$ cat config.mk
export PLATFORM = sky130hd
export DESIGN_NAME = alu_op_sequencer
export DESIGN_NICKNAME = d
export VERILOG_FILES = /design/src/rtl/alu_op_sequencer.sv
export SDC_FILE = /design/constraint.sdc
export NUM_CORES = 1
export LEC_CHECK = 0
export ABC_CLOCK_PERIOD_IN_PS = 1760
export BUFFER_PORTS_ARGS = -buffer_cell sky130_fd_sc_hd__buf_4
export CORE_UTILIZATION = 49
export DETAILED_ROUTE_END_ITERATION = 16
export GPL_ROUTABILITY_DRIVEN = 0
export GPL_TIMING_DRIVEN = 0
export PLACE_DENSITY_LB_ADDON = 0.15
export SLEW_MARGIN = 10
export SYNTH_ARGS = -nofsm -noshare
export SYNTH_HDL_FRONTEND = slang
export SYNTH_SLANG_ARGS = --single-unit
$ cat constraint.sdc
create_clock -name clk -period 1.76 [get_ports clk]
set_input_delay 0.176 -clock clk [delete_from_list [all_inputs] [get_ports clk]]
set_output_delay 0.176 -clock clk [all_outputs]
set_load 0.05 [all_outputs]
$ cat src/rtl/alu_op_sequencer.sv
// rtl/alu_op_sequencer.sv - debounced execute sequencer that latches ALU operands and captures the muxed result
module alu_op_sequencer #(
    parameter int DEBOUNCE_CYCLES = 16
) (
    input  logic       clk,
    input  logic       rst,
    input  logic       btn_exec,
    input  logic [1:0] sw_a,
    input  logic [1:0] sw_b,
    input  logic [2:0] sw_op,
    input  logic [1:0] mux_out,
    output logic [1:0] op_a,
    output logic [1:0] op_b,
    output logic [2:0] sel,
    output logic [1:0] result,
    output logic       result_valid,
    output logic       busy
);

    localparam int CW = (DEBOUNCE_CYCLES > 1) ? $clog2(DEBOUNCE_CYCLES) : 1;
    localparam logic [CW-1:0] CNT_LAST = CW'(DEBOUNCE_CYCLES - 1);

    typedef enum logic [2:0] {
        S_IDLE     = 3'd0,
        S_DEBOUNCE = 3'd1,
        S_LATCH    = 3'd2,
        S_SETTLE   = 3'd3,
        S_CAPTURE  = 3'd4,
        S_RELEASE  = 3'd5
    } state_t;

    state_t        r_state;
    logic [CW-1:0] r_cnt;
    logic          r_sync1;
    logic          r_btn_s;
    logic [1:0]    r_op_a;
    logic [1:0]    r_op_b;
    logic [2:0]    r_sel;
    logic [1:0]    r_result;
    logic          r_result_valid;

    always_ff @(posedge clk or posedge rst) begin
        if (rst) begin
            r_sync1 <= 1'b0;
            r_btn_s <= 1'b0;
        end else begin
            r_sync1 <= btn_exec;
            r_btn_s <= r_sync1;
        end
    end

    always_ff @(posedge clk or posedge rst) begin
        if (rst) begin
            r_state        <= S_IDLE;
            r_cnt          <= '0;
            r_op_a         <= 2'b00;
            r_op_b         <= 2'b00;
            r_sel          <= 3'b000;
            r_result       <= 2'b00;
            r_result_valid <= 1'b0;
        end else begin
            case (r_state)
                S_IDLE: begin
                    if (r_btn_s) begin
                        r_state <= S_DEBOUNCE;
                        r_cnt   <= '0;
                    end
                end
                S_DEBOUNCE: begin
                    if (!r_btn_s) begin
                        r_state <= S_IDLE;
                    end else if (r_cnt == CNT_LAST) begin
                        r_state <= S_LATCH;
                    end else begin
                        r_cnt <= r_cnt + CW'(1);
                    end
                end
                S_LATCH: begin
                    r_op_a         <= sw_a;
                    r_op_b         <= sw_b;
                    r_sel          <= sw_op;
                    r_result_valid <= 1'b0;
                    r_state        <= S_SETTLE;
                end
                // One idle cycle so the external ALU/mux path sees the new operands.
                S_SETTLE: begin
                    r_state <= S_CAPTURE;
                end
                S_CAPTURE: begin
                    r_result       <= mux_out;
                    r_result_valid <= 1'b1;
                    r_cnt          <= '0;
                    r_state        <= S_RELEASE;
                end
                S_RELEASE: begin
                    if (r_btn_s) begin
                        r_cnt <= '0;
                    end else if (r_cnt == CNT_LAST) begin
                        r_state <= S_IDLE;
                    end else begin
                        r_cnt <= r_cnt + CW'(1);
                    end
                end
                default: begin
                    r_state <= S_IDLE;
                    r_cnt   <= '0;
                end
            endcase
        end
    end

    assign op_a         = r_op_a;
    assign op_b         = r_op_b;
    assign sel          = r_sel;
    assign result       = r_result;
    assign result_valid = r_result_valid;
    assign busy         = (r_state != S_IDLE);

endmodule

-- Yosys cells after proc, flatten, opt, wreduce, memory -nomap -nowiden
Cells that the tools add are included.
- equal/unequal tests: 11
- bitwise logic cells: 1
- muxes and demuxes: 12
- add/subtract/negate cells: 1
- reductions and logical operators: 6
- operators by type and width (cell ; count):
    case mux 3 bit (6 select lines) ; 1
    two-way mux 4 bit ; 4
    case mux 4 bit (4 select lines) ; 1
    two-way mux 3 bit ; 5
    != test 2 bit (second input constant) ; 4
    == test 3 x 2 -> 1 bit (second input constant) ; 2
    == test 3 bit (second input constant) ; 2
    adder 4 x 1 -> 4 bit (second input constant) ; 1
    == test 4 bit (second input constant) ; 1
    AND reduction 4 bit ; 1
    == test 3 x 1 -> 1 bit (second input constant) ; 1
    zero test 3 bit ; 1
    != test 3 bit (second input constant) ; 1
    AND reduction 3 bit ; 1
    nonzero test 3 bit ; 1
    case mux 1 bit (2 select lines) ; 1
    nonzero test 2 bit ; 1
    OR reduction 2 bit ; 1
    NOT 1 bit ; 1
- register bits: 19
- output and inout port bits: 11
- logic and storage cells: 40
- input bits: 12

-- Longest topological paths before layout
- depth in word-level cells: 4
- gate-level depth with buffers: 5
- gate-level depth less buffers: 5

-- Least setup slack after synthesis
OpenSTA, ideal clock, no wires.
- path kind: reg-to-reg
- from: register r_cnt[0]
- to: register r_state[0]
- period minus slack after synthesis: 1.361 ns
- stages on the path, launching flop included: 5
- setup time: 0.118 ns
- buffers on the path: 0
- data required time: 1.642 ns
- arrival time: 1.243 ns
- path slack: 0.399 ns
- cells stage by stage: dfrtp_1 ha_1 nand4_1 maj3_1 a21o_1
- longest elaborated chain between the ends: 3
- elaborated cells between the ends (all ways): 4
- those cells by class: eq/ne: 3; reduce/logical: 1
- ends and longest elaborated chain (what ; RTL line ; text):
    from (decl) ; 33 ; logic [CW-1:0] r_cnt;
    from (signal assigned) ; 75 ; r_cnt <= r_cnt + CW'(1);
    from (signal assigned) ; 101 ; r_cnt <= r_cnt + CW'(1);
    == test 4 bit * ; 72, 98 ;
    != test 3 bit (no source line) / != test 2 bit (equally long branches) ; - ;
    AND reduction 4 bit (no source line) * ; - ;
    to (signal assigned) ; 71 ; r_state <= S_IDLE;
    to (signal assigned) ; 73 ; r_state <= S_LATCH;
    to (signal assigned) ; 99 ; r_state <= S_IDLE;
    to (decl) ; 32 ; state_t r_state;
Mark *: on every way between the ends. The rest lies on a longest branch, timed or not.
A chain may end at the register's enable or synchronous reset.

-- Worst setup path in the final report
- from: register r_state[2]
- to: output port busy
- longest elaborated chain between the ends: 1
- ends and longest elaborated chain (what ; RTL line ; text):
    from (signal assigned) ; 54 ; r_state <= S_IDLE;
    from (signal assigned) ; 65 ; r_state <= S_DEBOUNCE;
    from (signal assigned) ; 71 ;
    nonzero test 3 bit ; 117 ; assign busy = (r_state != S_IDLE);
    to (decl) ; 17 ; output logic busy
No other way between the ends.

==> Implementation_results.wiki <==
{| class="wikitable"
! Metric !! Value
|-
| Setup-violating endpoint count in the final report || 0
|-
| WL per Instance || 13.1 um
|-
| First-pass GRT wire length || 2.53 mm
|-
| Buffer count from post-CTS setup fixing || 0
|-
| Area share of the largest cell type after synthesis || 0.578
|-
| Synth warnings || 0
|-
| Synth Area in Adders || 0.0274
|-
| Element type at the critical path start || flip-flop
|-
| Most frequently used flop master after synthesis || dfrtp_1
|-
| Clock edge transition at the registers on the reported setup and hold paths || 100 ps
|-
| Share of layout cells above drive strength 1 || 0.378
|-
| Post-layout instance count excluding filler cells || 114
|-
| Arr. time, crit path || 1480 ps
|-
| Final core area utilization || 0.677
|-
| Leakage power of the design || 0.524 nW
|-
| Number of pins exceeding their max-slew limit in the final report || 0
|-
| Peak per-stage delay on the critical path || 430 ps
|-
| Critical path type || reg2out
|-
| Antenna cell count || 0
|-
| Achievable clock frequency || 0.602 GHz
|-
| CTS tree || yes
|-
| Layout Skew || 1.48 ps
|-
| Via-per-instance ratio || 5.41
|-
| Detailed-route DRC error count || 0
|-
| Synth area leader || dfrtp_1
|-
| Core ar. || 1540 um^2
|-
| Async set-or-reset flop fraction in the synthesized netlist || 1.00
|-
| Sequential fraction of the synthesis area || 0.578
|-
| Worst rel slew slack || 0.547
|-
| Simple-gate share of the synthesized area || 0.129
|-
| Routed Antenna Nets || 0
|-
| Number of enable-type register cells in the synthesized netlist || 0
|-
| Final count of hold timing violations || 19
|-
| Total placed cells including tap cells || 109
|-
| Count of nets after finishing || 112
|-
| Starting DRT DRC Count || 12
|-
| Final wirelength || 1.49 mm
|-
| Filler cell count in the final layout || 123
|-
| Dominant combinational cell family by area after synthesis || multiplexers
|-
| Critical Path Sink Type || output port
|-
| Post-synthesis instance area || 822 um^2
|-
| Total routing usage reported by global routing || 0.185
|-
| Status || finished, violations left
|-
| Start of the worst register-to-register path || r_state[0]
|-
| Die H || 43.0 um
|-
| Syn-to-layout area delta || 26.9%
|-
| Hold/Removal Path Class || in2async
|-
| Violations in the final reports || hold timing
|-
| TritonCTS buffer count || 3
|-
| Required arrival time at the worst endpoint || 1580 ps
|-
| Starting density of the core || 0.533
|-
| Number of unique standard cell types used by synthesis || 23
|-
| Later-pin clock latency in the skew report || 290 ps
|-
| Synthesized flop and latch total || 19
|-
| CTS H-Tree Depth || 1
|-
| RSZ-0062 raised after global routing || false
|-
| Initial antenna violation count || 0
|-
| Share of synthesized area spent on multiplexers || 0.135
|-
| CTS sink count || 19
|-
| Worst hold slack across all endpoints || -21.0 ps
|-
| PD cells || 758 nW/um^2
|-
| Area of the die || 1850 um^2
|-
| Fraction of the mapped netlist area in compound gates || 0.0928
|-
| Library cell with the highest instance count after synthesis || dfrtp_1
|-
| Post-Synth XOR/XNOR Area || 0.0213
|-
| Post-synthesis net count || 84
|-
| GRT Residual Overflow || 0
|-
| Setup_tns || 0 ps
|-
| CP max-delay cell || dfrtp_1
|-
| Average cell area after synthesis || 11.6 um^2
|-
| Die width || 43.0 um
|-
| Capturing point of the worst reg2reg path || op_b[1]
|-
| Via count || 617
|-
| Placed wire-length estimate after detailed placement || 1.05 mm
|-
| Transition at the pin with the smallest max-transition slack || 679 ps
|-
| Max VDD drop || 0.524 mV
|-
| Number of global-route vias before repair || 586
|-
| Cells after synthesis || 71
|-
| Number of buffers inserted by port buffering || 22
|-
| Part of the cycle the worst path needs || 0.943
|-
| Minimum period implied by the final worst setup slack || 1660 ps
|-
| Maximum net fanout on the critical path || 10
|-
| Row count || 14
|-
| Total iterations of the first detailed-routing run || 4
|-
| I/O pin total || 23
|-
| Cell Chain, Critical Path || buf_2 > or3_1 > buf_4
|-
| R2R depth || 3
|-
| R2R setup slack || 240 ps
|-
| Post-CTS resize count || 0
|-
| Max-cap violation count || 0
|-
| Longest Clk Path Bufs || 2
|-
| Maximum number of pins on one net before global-route repair || 20
|-
| Top cells by area in the synthesized netlist || dfrtp_1 (58%), mux2_2 (12%), a21oi_1 (3.7%), o21ai_0 (3.7%), nor2_1 (2.3%)
|-
| Leading post-synthesis cells by instance count || dfrtp_1 (19), mux2_2 (9), a21oi_1 (6), o21ai_0 (6), nor2_1 (5)
|-
| Buffer cell driving the clock tree root || clkbuf_4
|}
-- critical path: cells and delay by family (launching register included) --
family                 cells  cell delay (ps)
DFF                        1              430
buffers and inverters      2              380
and+or+nand+nor            1              370
-- registers in the layout, summed over array words and instances, names as in the netlist --
| register | cells |
|---|---|
| sel | 3 |
| op_a | 2 |
| r_cnt | 4 |
| result | 2 |
| result_valid | 1 |
| r_btn_s | 1 |
| op_b | 2 |
| r_state | 3 |
| r_sync1 | 1 |
-- layout make-up --
| cell class | instances | area, um^2 | area share |
|---|---|---|---|
| tap | 16 | 20.0 | 0.0192 |
| buffer | 1 | 5.00 | 0.00480 |
| inverter | 2 | 7.51 | 0.00719 |
| clock buffer | 4 | 26.3 | 0.0252 |
| multi-input combinational | 49 | 334 | 0.320 |
| timing repair buffer | 23 | 175 | 0.168 |
| sequential | 19 | 475 | 0.456 |
-- power breakdown --
group          internal (mW)  switching, mW
sequential             0.457         0.0215
clock                 0.0881          0.130
combinational         0.0459         0.0492
total                  0.591          0.200
-- per-layer routing --
metal  part of all wire  track usage  up-vias
met5                  0            0        -
met4             0.0067       0.0909        0
met3              0.038       0.0255        2
met2               0.50        0.309       16
met1               0.46        0.235      296
li1                   -            -      303
-- cell usage in the layout (no fill, tap or decap) --
cell	n
a21oi_1	6
nand3b_1	1
a41oi_1	1
ha_1	1
xor2_1	2
maj3_1	1
nor2_2	1
inv_1	2
nor2b_1	1
or3_1	1
and3_1	1
clkbuf_1	1
mux2i_1	1
buf_4	22
nand3_1	3
clkbuf_4	3
buf_2	1
a21o_1	1
dfrtp_1	19
nand4_1	1
nor2_1	5
dlygate4sd3_1	1
o21ai_0	6
nand2b_1	2
or2_2	1
nand2_1	4
mux2_2	9
-- worst max-delay path by stage --
stage / from / cells past startpoint / slack, ps / end
floorplan: r_cnt[0] / 4 / 400 / r_state[0]
global placement: r_state[0] / 3 / 270 / sel[1]
detailed placement: r_state[0] / 3 / 230 / op_a[0]
CTS: r_state[2] / 3 / 100 / busy
global route: r_state[2] / 3 / 30 / busy
finish: r_state[2] / 3 / 100 / busy
-- metrics by stage --
stage | power (mW) | worst slack, ps | cell area (um^2)
floorplan | 0.544 | 399 | 822
global placement | 0.577 | 271 | 1010
detailed placement | 0.581 | 232 | 1010
CTS | 0.795 | 98.6 | 1040
global route | 0.822 | 31.8 | 1040
finish | 0.791 | 99.5 | 1040
-- cells by family after synthesis --
logic type      count (synthesis)
buf+inv                         3
compound gates                 14
xor+xnor                        2
fa+ha+maj                       2
mux                            10
simple gates                   21
flops                          19
-- what timing repair did --
action | 4_1_cts | 5_1_grt
setup endpoints to repair | 0 | 0
hold buffers | 1 | 0
hold endpoints to repair | 1 | 0
Power figures use the tool's default switching activity.
